### src/rtl/hazard_controller.sv
`default_nettype none
// ============================================================================
// Module   : hazard_controller
// Brief    : Pipeline sequencing for the 3-stage RV32I core. Drives stall and
//            flush controls, branch redirect and operand forwarding, freezes
//            the pipeline on slow data-memory accesses with a timeout/recovery
//            sequence, and counts stalled cycles.
// Revision : 1.0 - initial release
// ============================================================================
module hazard_controller #(
    parameter int TIMEOUT = 16              // legal range 2..255
) (
    input  logic        clk,
    input  logic        rst,                // asynchronous, active-low
    input  logic [4:0]  rs1_D,
    input  logic [4:0]  rs2_D,
    input  logic [4:0]  rd_M,
    input  logic        reg_wr_M,
    input  logic        mem_req_M,
    input  logic        dmem_ready,
    input  logic        br_taken_E,
    input  logic        err_clr,
    output logic        StallF,
    output logic        StallD,
    output logic        StallM,
    output logic        FlushD,
    output logic        FlushM,
    output logic        pc_redirect,
    output logic        fwd_a,
    output logic        fwd_b,
    output logic        mem_err,
    output logic [15:0] stall_cnt
);

    typedef enum logic [1:0] {
        S_RUN     = 2'd0,
        S_WAIT    = 2'd1,
        S_ERR     = 2'd2,
        S_RECOVER = 2'd3
    } state_t;

    // Last wait count before the access is declared timed out; with the first
    // stalled cycle loading 1, this yields exactly TIMEOUT stalled cycles.
    localparam logic [7:0] WAIT_LAST = 8'(TIMEOUT - 1);

    state_t      state_q, state_d;
    logic [7:0]  wait_cnt_q, wait_cnt_d;
    logic        mem_err_q, mem_err_d;
    logic [15:0] stall_cnt_q, stall_cnt_d;

    logic        mem_stall;
    logic        stall_all;
    logic        flush_dec;
    logic        flush_mem;
    logic        redirect;

    // Next-state and control decode; stall always masks branch flush/redirect
    always_comb begin
        state_d    = state_q;
        wait_cnt_d = wait_cnt_q;
        mem_err_d  = mem_err_q;
        stall_all  = 1'b0;
        flush_dec  = 1'b0;
        flush_mem  = 1'b0;
        redirect   = 1'b0;
        mem_stall  = ((state_q == S_RUN)  && mem_req_M && !dmem_ready) ||
                     ((state_q == S_WAIT) && !dmem_ready);

        case (state_q)
            S_RUN: begin
                if (mem_stall) begin
                    stall_all  = 1'b1;
                    state_d    = S_WAIT;
                    wait_cnt_d = 8'd1;
                end else if (br_taken_E) begin
                    flush_dec = 1'b1;
                    redirect  = 1'b1;
                end
            end
            S_WAIT: begin
                if (!mem_stall) begin
                    // Release cycle: a frozen branch resolves right away
                    state_d    = S_RUN;
                    wait_cnt_d = 8'd0;
                    if (br_taken_E) begin
                        flush_dec = 1'b1;
                        redirect  = 1'b1;
                    end
                end else begin
                    stall_all = 1'b1;
                    if (wait_cnt_q == WAIT_LAST) begin
                        state_d    = S_ERR;
                        mem_err_d  = 1'b1;
                        wait_cnt_d = 8'd0;
                    end else begin
                        wait_cnt_d = wait_cnt_q + 8'd1;
                    end
                end
            end
            S_ERR: begin
                // Memory response is no longer trusted; only err_clr exits
                stall_all = 1'b1;
                if (err_clr) begin
                    state_d = S_RECOVER;
                end
            end
            S_RECOVER: begin
                // Squash whatever sits in Fetch/Decode and Decode/Memory
                flush_dec = 1'b1;
                flush_mem = 1'b1;
                state_d   = S_RUN;
            end
            default: begin
                state_d = S_RUN;
            end
        endcase

        stall_cnt_d = stall_cnt_q;
        if (stall_all && (stall_cnt_q != 16'hFFFF)) begin
            stall_cnt_d = stall_cnt_q + 16'd1;
        end
    end

    // State, wait counter, sticky error flag and stall counter registers
    always_ff @(posedge clk or negedge rst) begin
        if (!rst) begin
            state_q     <= S_RUN;
            wait_cnt_q  <= 8'd0;
            mem_err_q   <= 1'b0;
            stall_cnt_q <= 16'd0;
        end else begin
            state_q     <= state_d;
            wait_cnt_q  <= wait_cnt_d;
            mem_err_q   <= mem_err_d;
            stall_cnt_q <= stall_cnt_d;
        end
    end

    // Combinational outputs are held low while reset is asserted
    assign StallF      = rst & stall_all;
    assign StallD      = rst & stall_all;
    assign StallM      = rst & stall_all;
    assign FlushD      = rst & flush_dec;
    assign FlushM      = rst & flush_mem;
    assign pc_redirect = rst & redirect;
    assign fwd_a       = rst & reg_wr_M & (rd_M != 5'd0) & (rd_M == rs1_D);
    assign fwd_b       = rst & reg_wr_M & (rd_M != 5'd0) & (rd_M == rs2_D);
    assign mem_err     = mem_err_q;
    assign stall_cnt   = stall_cnt_q;

endmodule
`default_nettype wire

### config.mk
export PLATFORM = sky130hd
export DESIGN_NAME = hazard_controller
export DESIGN_NICKNAME = d
export VERILOG_FILES = /design/src/rtl/hazard_controller.sv
export SDC_FILE = /design/constraint.sdc
export NUM_CORES = 1
export LEC_CHECK = 0
export CAP_MARGIN = 10
export CORE_ASPECT_RATIO = 2
export CORE_UTILIZATION = 47
export DETAILED_ROUTE_END_ITERATION = 10
export GPL_TIMING_DRIVEN = 0
export PLACE_DENSITY = 0.8
export SYNTH_ARGS = -nofsm -noshare
export SYNTH_HDL_FRONTEND = slang
export SYNTH_SLANG_ARGS = --single-unit
### constraint.sdc
create_clock -name clk -period 3.66 [get_ports clk]
set_input_delay 1.098 -clock clk [delete_from_list [all_inputs] [get_ports clk]]
set_output_delay 1.098 -clock clk [all_outputs]
set_load 0.02 [all_outputs]
==> summary.txt <==
Die
  • Die width: 43.0 um
  • Die height: 84.0 um
  • Die ar.: 3610 um^2
  • Starting density of the core: 49.5%
  • Core area: 3190 um^2
  • Rows: 29
  • I/O pin total: 47

Drt
  • Post-DR vias/cell: 5.83
  • Routed vias: 1428
  • WL per Instance: 14.5 um
  • 1st-iter DRT viols: 21
  • 1st-pass router iterations: 4
  • DRC: 0
  • ANT nets after route: 0
  • Routed WL: 3.55 mm

Synthesis
  • EDFF count, synth: 0
  • Netlist cell types: 43
  • Avg Synthesized Cell Area: 9.88 um^2
  • Cells taking the most area after synthesis: dfrtp_1 (43%), xor2_1 (8.9%), nand2_1 (5.0%), o21ai_0 (4.1%), xnor2_1 (3.9%)
  • Warnings from Yosys: 0
  • FFs w/ async S/R, synth: 100%
  • Synth Cell Area: 1580 um^2
  • Synth area leader: dfrtp_1
  • #FFs+latches synth: 27
  • Post-Syn Nets: 184
  • Synth top area share: 42.7%
  • Most frequent cell after synthesis: dfrtp_1
  • Top cells by count, synth: dfrtp_1 (27), nand2_1 (21), xor2_1 (16)
  • Register area share after synthesis: 42.7%
  • Gate Count Post-Synth: 160
  • Post-synth top flop: dfrtp_1

Flow run
  • Max Cap Viol: 0

Timing
  • Period utilization: 97.8%
  • Setup TNS: 0 ns
  • RSZ-0062 raised after global routing: no
  • Endpoints failing setup: 0
  • Slew Viols, Final: 0
  • Max Freq: 279 MHz
  • Final hold vios: 0
  • Setup ws final: 0.0795 ns
  • Clock skew: 0.00108 ns
  • WHS: 0.473 ns
  • Worst rel slew slack: 57.5%
  • Worst slew pin tran: 0.632 ns
  • Fin crit period: 3.58 ns

Finish
  • # diodes: 0
  • Share of cells above drive strength 1: 13.6%
  • Area grow syn2layout: 37.4%
  • Nets: 239
  • FILL cells: 267
  • Final Non-Filler Cells: 245

Worst hold path
  • HP Class: flip-flop to flip-flop
  • Hold path depth: 1

Global route
  • Largest net degree at the start of global routing: 22
  • Vias in the first global route: 1429
  • First-pass GRT wire length: 6.08 mm
  • Tot GR Track Use: 21.2%
  • Grt total ovfl: 0
  • Initial antenna violation count: 0

Critical path
  • CP Class: input pin to output pin
  • Worst setup SP type: input pin
  • CP Data Required Time: 2.56 ns
  • Worst-path maximum fanout: 3
  • Crit path arrival time: 2.48 ns
  • Setup crit end kind: output pin
  • FF-to-FF path depth: 5

Placement
  • Pre-CTS setup slack: -0.703 ns
  • DP Cell Count: 238
  • GP Congestion: 0.805
  • HPWL Detailed: 2.75 mm
  • Port buffer count: 46

Run status
  • Status: finished, final reports clean

CTS
  • TritonCTS buffer count: 3
  • Clk sinks: 27
  • Clock Tree Buf Depth: 2
  • Clock Latency Late Sink: 0.27 ns
  • CTS root buf: clkbuf_8
  • Depth of the CTS H-tree: 1
  • Clock tree from TritonCTS: built
  • Clock transition at path regs: 0.09 ns

Power and ir drop
  • Pwr/cell area: 383 nW/um^2
  • Leakage: 0.970 nW
  • Worst vdd ir: 236 uV
  • Pwr Total: 0.833 mW
per-stage QoR:
step           util, %  area (um^2)
2_1_floorplan        -         1580
6_report          68.1         2170
3_3_place_gp      65.2         2080
3_5_place_dp      66.0         2110
4_1_cts           68.0         2170
5_1_grt           68.1         2170
flip-flops by register name, summed over array words and instances (netlist names), named ones only:
signal	cells
state_q	1
stall_cnt	16
mem_err	1
wait_cnt_q	8
timing repair:
| item | 4_1_cts | 5_1_grt |
|---|---|---|
| buffers inserted | 2 | 1 |
| pin swaps | 2 | 1 |
| setup endpoints to repair | 8 | 6 |
| gates resized for setup | 21 | 8 |
| hold buffers | 0 | 0 |
| cloned | 0 | 0 |
per-layer routing:
layer / vias to the layer above / GRT usage [%] / share of wire [%]
met5: - / 0 / 0
met4: 0 / 6.34 / 1.5
met3: 6 / 3.25 / 5.2
met2: 48 / 37.2 / 54
met1: 681 / 25.8 / 39
li1: 693 / - / -
worst paths after layout:
check / start / to / slack [ns]
min in group asynchronous: rst / wait_cnt_q[6] / 0.68
setup / recovery: rd_M[1] / fwd_a / 0.08
setup reg to reg: stall_cnt[0] / stall_cnt[15] / 1.79
hold reg to reg: mem_err / mem_err / 0.47
max in group asynchronous: rst / stall_cnt[4] / 2.60
hold / removal: mem_err / mem_err / 0.47
cells by family after synthesis:
| logic type | count (synthesis) | synth area share (%) |
|---|---|---|
| AOI/OAI and AO/OA | 27 | 12.3 |
| xor gates and xnor gates | 23 | 12.7 |
| adders and majority gates | 2 | 1.58 |
| buffers and inverters | 5 | 1.74 |
| DFF | 27 | 42.7 |
| muxes | 2 | 1.66 |
| and+or+nand+nor | 74 | 27.2 |
where the power goes:
part / switching (mW) / leakage, nW / total, mW / internal (mW)
Sequential: 0.0569 / 0.362 / 0.396 / 0.339
Clock: 0.0931 / 0.0255 / 0.169 / 0.0763
Combinational: 0.126 / 0.582 / 0.267 / 0.142
placed cells by master, fill, tap and decap left out, drive strengths merged, types with 2 or more instances in the layout:
cell type	instances
clkdlybuf4s50	34
o21ai	15
xnor2	7
nor3b	3
clkbuf	4
nor2	8
mux2	2
nand2	21
and4	2
a22o	2
nor4b	4
o2111ai	2
xor2	16
ha	2
and3	3
nand4	2
nor3	9
a21oi	2
clkdlybuf4s15	2
dlygate4sd2	5
inv	2
dfrtp	27
nor4	6
buf	9
nand3	10
critical path, cell delays in order:
cell and delay, ns:
dlygate4sd2_1 0.27, or4_1 0.51, o211ai_1 0.21, nor4_1 0.08
dlygate4sd1_1 0.31
cell type report:
cell class	count	area, um^2	share of cell area, %
clock buffers	3	41.3	1.90
clock inverters	1	5.00	0.230
flip-flops and latches	27	676	31.1
repair buffers	50	490	22.6
multi-input cells	128	895	41.2
well taps	31	38.8	1.78
plain buffers	3	20.0	0.921
inverters	2	7.51	0.345
(Power assumes the default switching activity.)
